`src/rtl/fifo_wr_arbiter.sv`:
```
// Round-robin write arbiter that lets NUM_REQ producers share the write port
// of one synchronous FIFO. It registers the chosen word onto the FIFO write
// port, throttles on full/almostfull, and checks every issued write against
// the FIFO's acknowledge so that lost writes are counted and flagged.
//
// Handshake: a producer raises req[i] with its word on req_data and holds both
// until it sees gnt[i]. gnt[i] is a one-cycle pulse that coincides with the
// FIFO write of that word; the producer may change data or drop req after it.
// Dropping req before gnt simply withdraws the request with no side effects.
module fifo_wr_arbiter #(
   parameter int NUM_REQ    = 4,
   parameter int DATA_WIDTH = 16,
   parameter int CNT_WIDTH  = 8
) (
   input  logic                          clk,
   input  logic                          rst,
   input  logic [NUM_REQ-1:0]            req,
   input  logic [NUM_REQ*DATA_WIDTH-1:0] req_data,
   output logic [NUM_REQ-1:0]            gnt,
   output logic [DATA_WIDTH-1:0]         fifo_data_in,
   output logic                          fifo_wr_en,
   input  logic                          fifo_full,
   input  logic                          fifo_almostfull,
   input  logic                          fifo_wr_ack,
   input  logic                          fifo_overflow,
   output logic                          err_lost,
   output logic [CNT_WIDTH-1:0]          lost_cnt,
   output logic [CNT_WIDTH-1:0]          wr_cnt,
   output logic [1:0]                    fsm_state
);

   localparam int PTR_W = (NUM_REQ > 1) ? $clog2(NUM_REQ) : 1;

   typedef enum logic [1:0] {
      ST_IDLE  = 2'd0,
      ST_ISSUE = 2'd1,
      ST_STALL = 2'd2
   } state_t;

   state_t                  state;
   logic [PTR_W-1:0]        ptr;
   logic [PTR_W-1:0]        pick_idx;
   logic [PTR_W-1:0]        ptr_next;
   logic [NUM_REQ-1:0]      eligible;
   logic [NUM_REQ-1:0]      pick_onehot;
   logic [DATA_WIDTH-1:0]   pick_data;
   logic                    found;
   logic                    any_eligible;
   logic                    can_issue;
   logic                    issue;
   logic                    in_flight;
   logic                    ack_ok;

   // Request masking and issue permission: a producer just granted sits out one
   // edge, and a write already heading into the last free slot blocks another.
   always_comb begin
      eligible     = req & ~gnt;
      any_eligible = |eligible;
      can_issue    = ~fifo_full & ~(fifo_almostfull & fifo_wr_en);
      issue        = can_issue & any_eligible;
   end

   // Round-robin pick: first eligible index at or above ptr, otherwise the
   // lowest eligible index (the wrap-around case).
   always_comb begin
      found       = 1'b0;
      pick_idx    = '0;
      pick_onehot = '0;
      pick_data   = '0;
      for (int i = 0; i < NUM_REQ; i++) begin
         if (!found && eligible[i] && (i >= int'(ptr))) begin
            found          = 1'b1;
            pick_idx       = i[PTR_W-1:0];
            pick_onehot    = '0;
            pick_onehot[i] = 1'b1;
            pick_data      = req_data[i*DATA_WIDTH +: DATA_WIDTH];
         end
      end
      for (int i = 0; i < NUM_REQ; i++) begin
         if (!found && eligible[i]) begin
            found          = 1'b1;
            pick_idx       = i[PTR_W-1:0];
            pick_onehot    = '0;
            pick_onehot[i] = 1'b1;
            pick_data      = req_data[i*DATA_WIDTH +: DATA_WIDTH];
         end
      end
   end

   // Pointer advance: the winner's successor becomes top priority.
   always_comb begin
      if (int'(pick_idx) == NUM_REQ - 1) begin
         ptr_next = '0;
      end else begin
         ptr_next = pick_idx + 1'b1;
      end
   end

   // Arbitration FSM with registered FIFO write port, grant and pointer.
   always_ff @(posedge clk or posedge rst) begin
      if (rst) begin
         state        <= ST_IDLE;
         ptr          <= '0;
         gnt          <= '0;
         fifo_wr_en   <= 1'b0;
         fifo_data_in <= '0;
      end else begin
         gnt        <= issue ? pick_onehot : '0;
         fifo_wr_en <= issue;
         if (issue) begin
            fifo_data_in <= pick_data;
            ptr          <= ptr_next;
         end
         case (state)
            ST_IDLE: begin
               if (issue) begin
                  state <= ST_ISSUE;
               end else if (any_eligible) begin
                  state <= ST_STALL;
               end
            end
            ST_ISSUE: begin
               if (issue) begin
                  state <= ST_ISSUE;
               end else if (any_eligible) begin
                  state <= ST_STALL;
               end else begin
                  state <= ST_IDLE;
               end
            end
            ST_STALL: begin
               if (issue) begin
                  state <= ST_ISSUE;
               end else if (!any_eligible) begin
                  state <= ST_IDLE;
               end
            end
            default: begin
               state <= ST_IDLE;
            end
         endcase
      end
   end

   // A response that claims both acceptance and overflow is not trusted as a
   // successful write.
   assign ack_ok = fifo_wr_ack & ~fifo_overflow;

   // Ack checking: the cycle after each write the FIFO must acknowledge it;
   // anything else counts as a lost write. Responses outside that window are
   // ignored.
   always_ff @(posedge clk or posedge rst) begin
      if (rst) begin
         in_flight <= 1'b0;
         wr_cnt    <= '0;
         lost_cnt  <= '0;
         err_lost  <= 1'b0;
      end else begin
         in_flight <= fifo_wr_en;
         if (in_flight) begin
            if (ack_ok) begin
               if (wr_cnt != '1) begin
                  wr_cnt <= wr_cnt + 1'b1;
               end
            end else begin
               if (lost_cnt != '1) begin
                  lost_cnt <= lost_cnt + 1'b1;
               end
               err_lost <= 1'b1;
            end
         end
      end
   end

   assign fsm_state = state;

endmodule

```
`config.mk`:
```
export PLATFORM = sky130hd
export DESIGN_NAME = fifo_wr_arbiter
export DESIGN_NICKNAME = d
export VERILOG_FILES = /design/src/rtl/fifo_wr_arbiter.sv
export SDC_FILE = /design/constraint.sdc
export NUM_CORES = 1
export LEC_CHECK = 0
export CORE_MARGIN = 2
export CORE_UTILIZATION = 35
export DETAILED_ROUTE_END_ITERATION = 6
export PLACE_DENSITY = 0.78
export SYNTH_ARGS = -nofsm -noshare
export SYNTH_HDL_FRONTEND = slang
export SYNTH_SLANG_ARGS = --single-unit
```
`constraint.sdc`:
```
create_clock -name clk -period 2.2 [get_ports clk]
set_clock_uncertainty 0.1 [all_clocks]
set_input_delay 0.22 -clock clk [delete_from_list [all_inputs] [get_ports clk]]
set_output_delay 0.22 -clock clk [all_outputs]
set_load 0.02 [all_outputs]
```
==> impl_results.md, run 1 <==
* Status: finished, final reports clean
* Metal1 wirelength at around 3.4 mm
* DRC Markers at 0
* CORE AREA at about 7200 sq um
* Pwr dens at approximately 910 nW/um^2
* Die H at roughly 90 um
* Worst setup SP type: flip-flop
* CTS Buffer Depth at 2
* Most frequent cell after synthesis: dfrtp_1
* Hold bufs inserted after CTS at 0
* Final Cell Area at 4150 sq um
* Mapped Cells at 266
* Pre-CTS setup slack at -0.237 ns
* Worst r2r src: gnt[0]
* Net Switching at roughly 1.4 mW
* Worst VDD drop at about 0.00034 V
* Async set-reset flop share out of synthesis at 1.00
* GRT overflow at 0
* Ys flop type: dfrtp_1
* Setup ws final at between 0.15 and 0.2 ns
* Flop2flop setup slack at between 0.15 and 0.2 ns
* Violation count after the first detailed-route iteration at 226
* Sw frac at 0.379
* CP Class: reg2reg
* # port buffers at 113
* Most frequent cells after synthesis: 43 x dfrtp_1, 30 x o21ai_0, 20 x a22oi_1
* Layout area overhead at 62.0%
* P_leak at between 1.5 and 2 nW
* Vias in the first global route at between 2000 and 3000
* Skew-Pair Late Insertion Delay at 0.29 ns
* Boundary Pins at 114
* Seq/Total Area, Yosys at 0.420
* Share of layout cells above drive strength 1 at 0.135
* Final Hold Vio Count at 0
* Worst-Margin Slew at roughly 0.49 ns
* H-tree lvl count at 2
* First-pass GRT wire length at 13.3 mm
* Largest fanout on the critical path at 5
* Total GRT Usage at 0.211
* Slew HR at 0.670
* Final slew viol count at 0
* Clock power frac at 0.156
* Sequential Power Share at 0.331
* Final min period at just over 2 ns
* Via count at ~2900
* RD Place Congestion at a little over 0.9
* Initial antenna violation count at 0
* Cell Int Power at ~2.4 mW
* Crit end category: flip-flop
* Flops & latches, synth at 43
* Combinational cell fraction of total power at 0.512
* Largest cells by area after synthesis: dfrtp_1 42%, a22oi_1 5.9%, o21ai_0 5.9%
* Nets at around 480
* Fillcell total at between 600 and 700
* Pre-antenna DRT Iters at 5
* Count of flip-flops with a built-in enable after synthesis at 0
* Largest net degree at the start of global routing at 44
* # Post-CTS Setup Buffers at 0
* Antenna diode count at 0
* Clock root buffer: clkbuf_8
* Hold Crit Class: in2async
* TNS Setup at 0 ns
* Max Fclk at just under 500 MHz
* CTS clk-pin slew, worst paths at around 0.080 ns
* Mapped cell area at ~2600 sq um
* Drt wl/cell at 16.6 um
* RSZ-0062 raised after global routing: no
* Max_cap viols at 0
* Top sig layer: met4
* Final period util at 0.920
* Post_cts resized at 0
* Clk sinks at 43
* Finish-stage setup viols at 0
* CTS tree: built
* Post-Syn Nets at 342
* Wire length on met3 at 681 um
* DR vias/cell at 5.66
* Placed Area at roughly 4000 sq um
* Total CTS buffers at 5
* Row count at 31
* CP Data Required Time at around 2.3 ns
* WHS at between 0.15 and 0.2 ns
* Synth area leader: dfrtp_1
* ANT nets after route at 0
* Met2 WL at between 4 and 5 mm
* DP HPWL at around 6.4 mm
* Share of the synthesized area in the top cell type at 0.420
* Final WL at ~8.4 mm
* Final Util at 0.578
* Die area at about 8000 sq um
* Mean Syn Cell Area at slightly below 10 sq um
* Synth unique cells at 46
* CP startpoint: gnt[0]
* Starting density of the core at 0.357
* WP data arrival at 2.10 ns
* Die span in x at between 80 and 90 um
* Synth warnings at 0
metrics by stage:
step,instances,power (mW)
5_1_grt,507,4.00
6_report,507,3.79
3_3_place_gp,500,3.15
4_1_cts,507,3.79
3_5_place_dp,500,3.19
2_1_floorplan,266,2.24
final cells by class:
| type | instances | area (sq um) | share of cell area |
|---|---|---|---|
| repair buffers | 151 | 1430 | 0.344 |
| multi-input cells | 203 | 1400 | 0.338 |
| clock buffers | 6 | 72.6 | 0.0175 |
| flip-flops and latches | 43 | 1080 | 0.259 |
| clock inverters | 1 | 30.0 | 0.00724 |
| inverters | 4 | 15.0 | 0.00362 |
| well taps | 99 | 124 | 0.0298 |
registers in the layout, indices dropped and copies added (netlist names):
name,count
fifo_data_in,16
wr_cnt,8
in_flight,1
fsm_state,2
lost_cnt,8
fifo_wr_en,1
ptr,2
gnt,4
err_lost,1
critical path, stage by stage (launching register included):
cell	delay (ns)
dfrtp_1	0.43
nor2b_1	0.07
buf_4	0.15
nor4_2	0.37
nor2_1	0.20
a22o_1	0.24
o32a_1	0.35
worst paths after layout:
path | endpoint | cells after the start
max | fifo_data_in[2] | 6
min | lost_cnt[7] | 3
max reg2reg | fifo_data_in[2] | 6
min reg2reg | in_flight | 0
max in group asynchronous | fifo_data_in[1] | 3
min in group clk | in_flight | 0
layer usage:
layer  track usage  vias to the layer above
met3        0.0351                       20
met5             0                        -
met2         0.368                      161
li1              -                     1336
met1         0.268                     1353
met4        0.0570                        0
logic make-up after synthesis:
family                   share of synthesized area
buffers and inverters                       0.0366
adder cells (fa/ha/maj)                    0.00976
multiplexers                               0.00879
AND/OR/NAND/NOR                              0.146
flip-flops                                   0.420
AO/OA/AOI/OAI                                0.332
XOR/XNOR                                    0.0479
power groups by stage:
stage          Clock [mW]  Sequential, mW  Combinational [mW]
2_1_floorplan           0            1.50               0.743
3_3_place_gp            0            1.26                1.89
3_5_place_dp            0            1.27                1.93
4_1_cts             0.602            1.25                1.94
5_1_grt             0.631            1.29                2.08
6_report            0.592            1.25                1.94
cells in the final DEF (no fill, tap or decap), types with 4 or more instances in the layout:
cell,instances
nor3_1,5
buf_4,37
o21a_1,10
a22oi_1,20
nor2b_1,5
clkbuf_8,5
a221oi_1,13
o21ai_0,30
nand2_1,13
a31oi_1,4
and3_1,4
a21oi_1,6
a222oi_1,8
xnor2_1,9
dfrtp_1,43
xor2_1,5
clkdlybuf4s50_1,113
o22ai_1,6
nand3_1,5
nand4_1,4
nand2b_1,4
nor2_1,13
o32a_1,4
a22o_1,9
No activity file was read; power rests on OpenSTA's default activity.
==> run 2: changes to the inputs <==
--- a/config.mk
+++ b/config.mk
@@ -8,6 +8,7 @@
 export CORE_MARGIN = 2
 export CORE_UTILIZATION = 35
 export DETAILED_ROUTE_END_ITERATION = 6
+export MAX_ROUTING_LAYER = met4
 export PLACE_DENSITY = 0.78
 export SYNTH_ARGS = -nofsm -noshare
 export SYNTH_HDL_FRONTEND = slang
==> run 2 against run 1 <==
Clock power is 6.4% higher. Utilization increased by 0.35 points. Combinational power is essentially flat. Setup slack got worse by 0.011 ns. Final area increased by 0.60%. Die area unchanged. Critical path type unchanged. Critical endpoint is now fifo_data_in[14]. Largest power group unchanged. Highest routed layer unchanged.
==> impl_results.md, run 2 (synthesis gave the netlist of run 1 again) <==
* CP Class: reg2reg
* Skew-Pair Late Insertion Delay at approximately 0.3 ns
* Crit end category: flip-flop
* Total CTS buffers at 5
* Clock root buffer: clkbuf_8
* Largest Register: fifo_data_in
* Initial antenna violation count at 0
* RD Place Congestion at 0.929
* Final min period at 2.03 ns
* Slew HR at 0.660
* Final period util at 0.925
* Pre-antenna DRT Iters at 5
* Vias in the first global route at a little under 3000
* Worst setup SP type: flip-flop
* CP endpoint: fifo_data_in[14]
* Hold Crit Class: in2async
* Finish-stage setup viols at 0
* Largest fanout on the critical path at 6
* Flip-flop and latch area at roughly 1100 sq um
* Nets at a little under 500
* Starting density of the core at 0.357
* Largest net degree at the start of global routing at 44
* Fillcell total at between 600 and 700
* First-pass GRT wire length at around 14 mm
* Row count at 31
* Die span in x at 89.6 um
* Via count at 2902
* Pwr dens at just over 900 nW/um^2
* DRC Markers at 0
* Final slew viol count at 0
* Boundary Pins at 114
* # Post-CTS Setup Buffers at 0
* H-tree lvl count at 2
* Drt wl/cell at 17.1 um
* Placed Area at 4050 sq um
* Clk sinks at between 40 and 50
* CP startpoint: ptr[0]
* Most common cell after layout, fill and taps aside: clkdlybuf4s50_1
* Worst r2r src: ptr[0]
* Max reg flops at 16
* Die H at around 90 um
* WP data arrival at ~2.1 ns
* CTS clk-pin slew, worst paths at ~0.09 ns
* P_leak at about 1.7 nW
* Die area at approximately 8000 sq um
* CORE AREA at 7180 sq um
* ANT nets after route at 0
* Worst-Margin Slew at about 0.5 ns
* Final Hold Vio Count at 0
* # port buffers at between 100 and 150
* Max Fclk at 492 MHz
* Layout area overhead at 62.9%
* GRT overflow at 0
* RSZ-0062 raised after global routing: no
* Flop2flop setup slack at 0.17 ns
* Multi-input gate area at approximately 1400 sq um
* R2R cell count at 5
* Final WL at ~8.7 mm
* Worst flop-to-flop path endpoint: fifo_data_in[14]
* TNS Setup at 0 ns
* CTS Buffer Depth at 2
* Top flop regs: fifo_data_in: 16 flops, lost_cnt: 8 flops, wr_cnt: 8 flops
* Final Cell Area at between 4000 and 5000 sq um
* Antenna diode count at 0
* Status: finished, final reports clean
* Most frequent cells in the layout: 113 x clkdlybuf4s50_1, 43 x dfrtp_1, 39 x buf_4, 30 x o21ai_0, 20 x a22oi_1
* Max_cap viols at 0
* DR vias/cell at between 5 and 6
* Total GRT Usage at 0.230
* CTS tree: built
* DP HPWL at roughly 6.5 mm
* Violation count after the first detailed-route iteration at 247
* CP Data Required Time at ~2.3 ns
* Share of layout cells above drive strength 1 at 0.144
* Worst VDD drop at about 0.00033 V
-- run 2: worst max-delay path, cell delays in order, from the launching register on --
cell and delay, ns:
dfrtp_1 0.45, nor4b_4 0.45, nor2_2 0.11, o21a_1 0.21, a22o_1 0.26, o32a_1 0.34
-- run 2: worst min-delay path by stage --
| stage | end | slack, ns |
|---|---|---|
| floorplan | fifo_data_in[0] | 0.26 |
| global placement | in_flight | 0.31 |
| detailed placement | in_flight | 0.32 |
| CTS | wr_cnt[7] | 0.17 |
| global route | gnt[1] | 0.20 |
| finish | fifo_data_in[12] | 0.17 |
-- run 2: layout make-up --
class                      instances  share of cell area
multi-input combinational        203               0.336
inverter                           4             0.00360
clock buffer                       5              0.0165
tap                               99              0.0297
timing repair buffer             153               0.346
clock inverter                     3              0.0105
sequential                        43               0.258
-- run 2: routing by layer --
metal,GRT usage,routed length (um)
met1,0.287,3560
met2,0.372,4310
met3,0.0360,668
met4,0.0936,179
met5,-,0
-- run 2: per-stage QoR --
step | cells | power (mW) | hold WS [ns] | setup WS, ns | util
after global routing | 510 | 4.08 | 0.201 | 0.0319 | 0.582
after floorplan | 266 | 2.24 | 0.259 | 0.187 | -
final | 510 | 3.84 | 0.166 | 0.166 | 0.582
after detailed placement | 502 | 3.20 | 0.317 | -0.219 | 0.565
after global placement | 502 | 3.16 | 0.310 | -0.0758 | 0.565
after CTS | 510 | 3.85 | 0.173 | 0.0517 | 0.580
-- run 2: report_power, final --
part	total, mW	switching, mW	internal [mW]
Clock	0.630	0.292	0.338
Combinational	1.95	0.956	0.999
Sequential	1.25	0.230	1.02
Total	3.84	1.48	2.36
-- run 2: repair_timing --
action	CTS	global route
hold buffers	0	0
setup endpoints to repair	0	9
gates resized for setup	0	2
==> run 3: changes to the inputs <==
--- a/config.mk
+++ b/config.mk
@@ -5,6 +5,7 @@
 export SDC_FILE = /design/constraint.sdc
 export NUM_CORES = 1
 export LEC_CHECK = 0
+export ABC_AREA = 0
 export CORE_MARGIN = 2
 export CORE_UTILIZATION = 35
 export DETAILED_ROUTE_END_ITERATION = 6
==> results of run 3 <==
No change in the layout: final DEF, timing and power equal those of run 2.
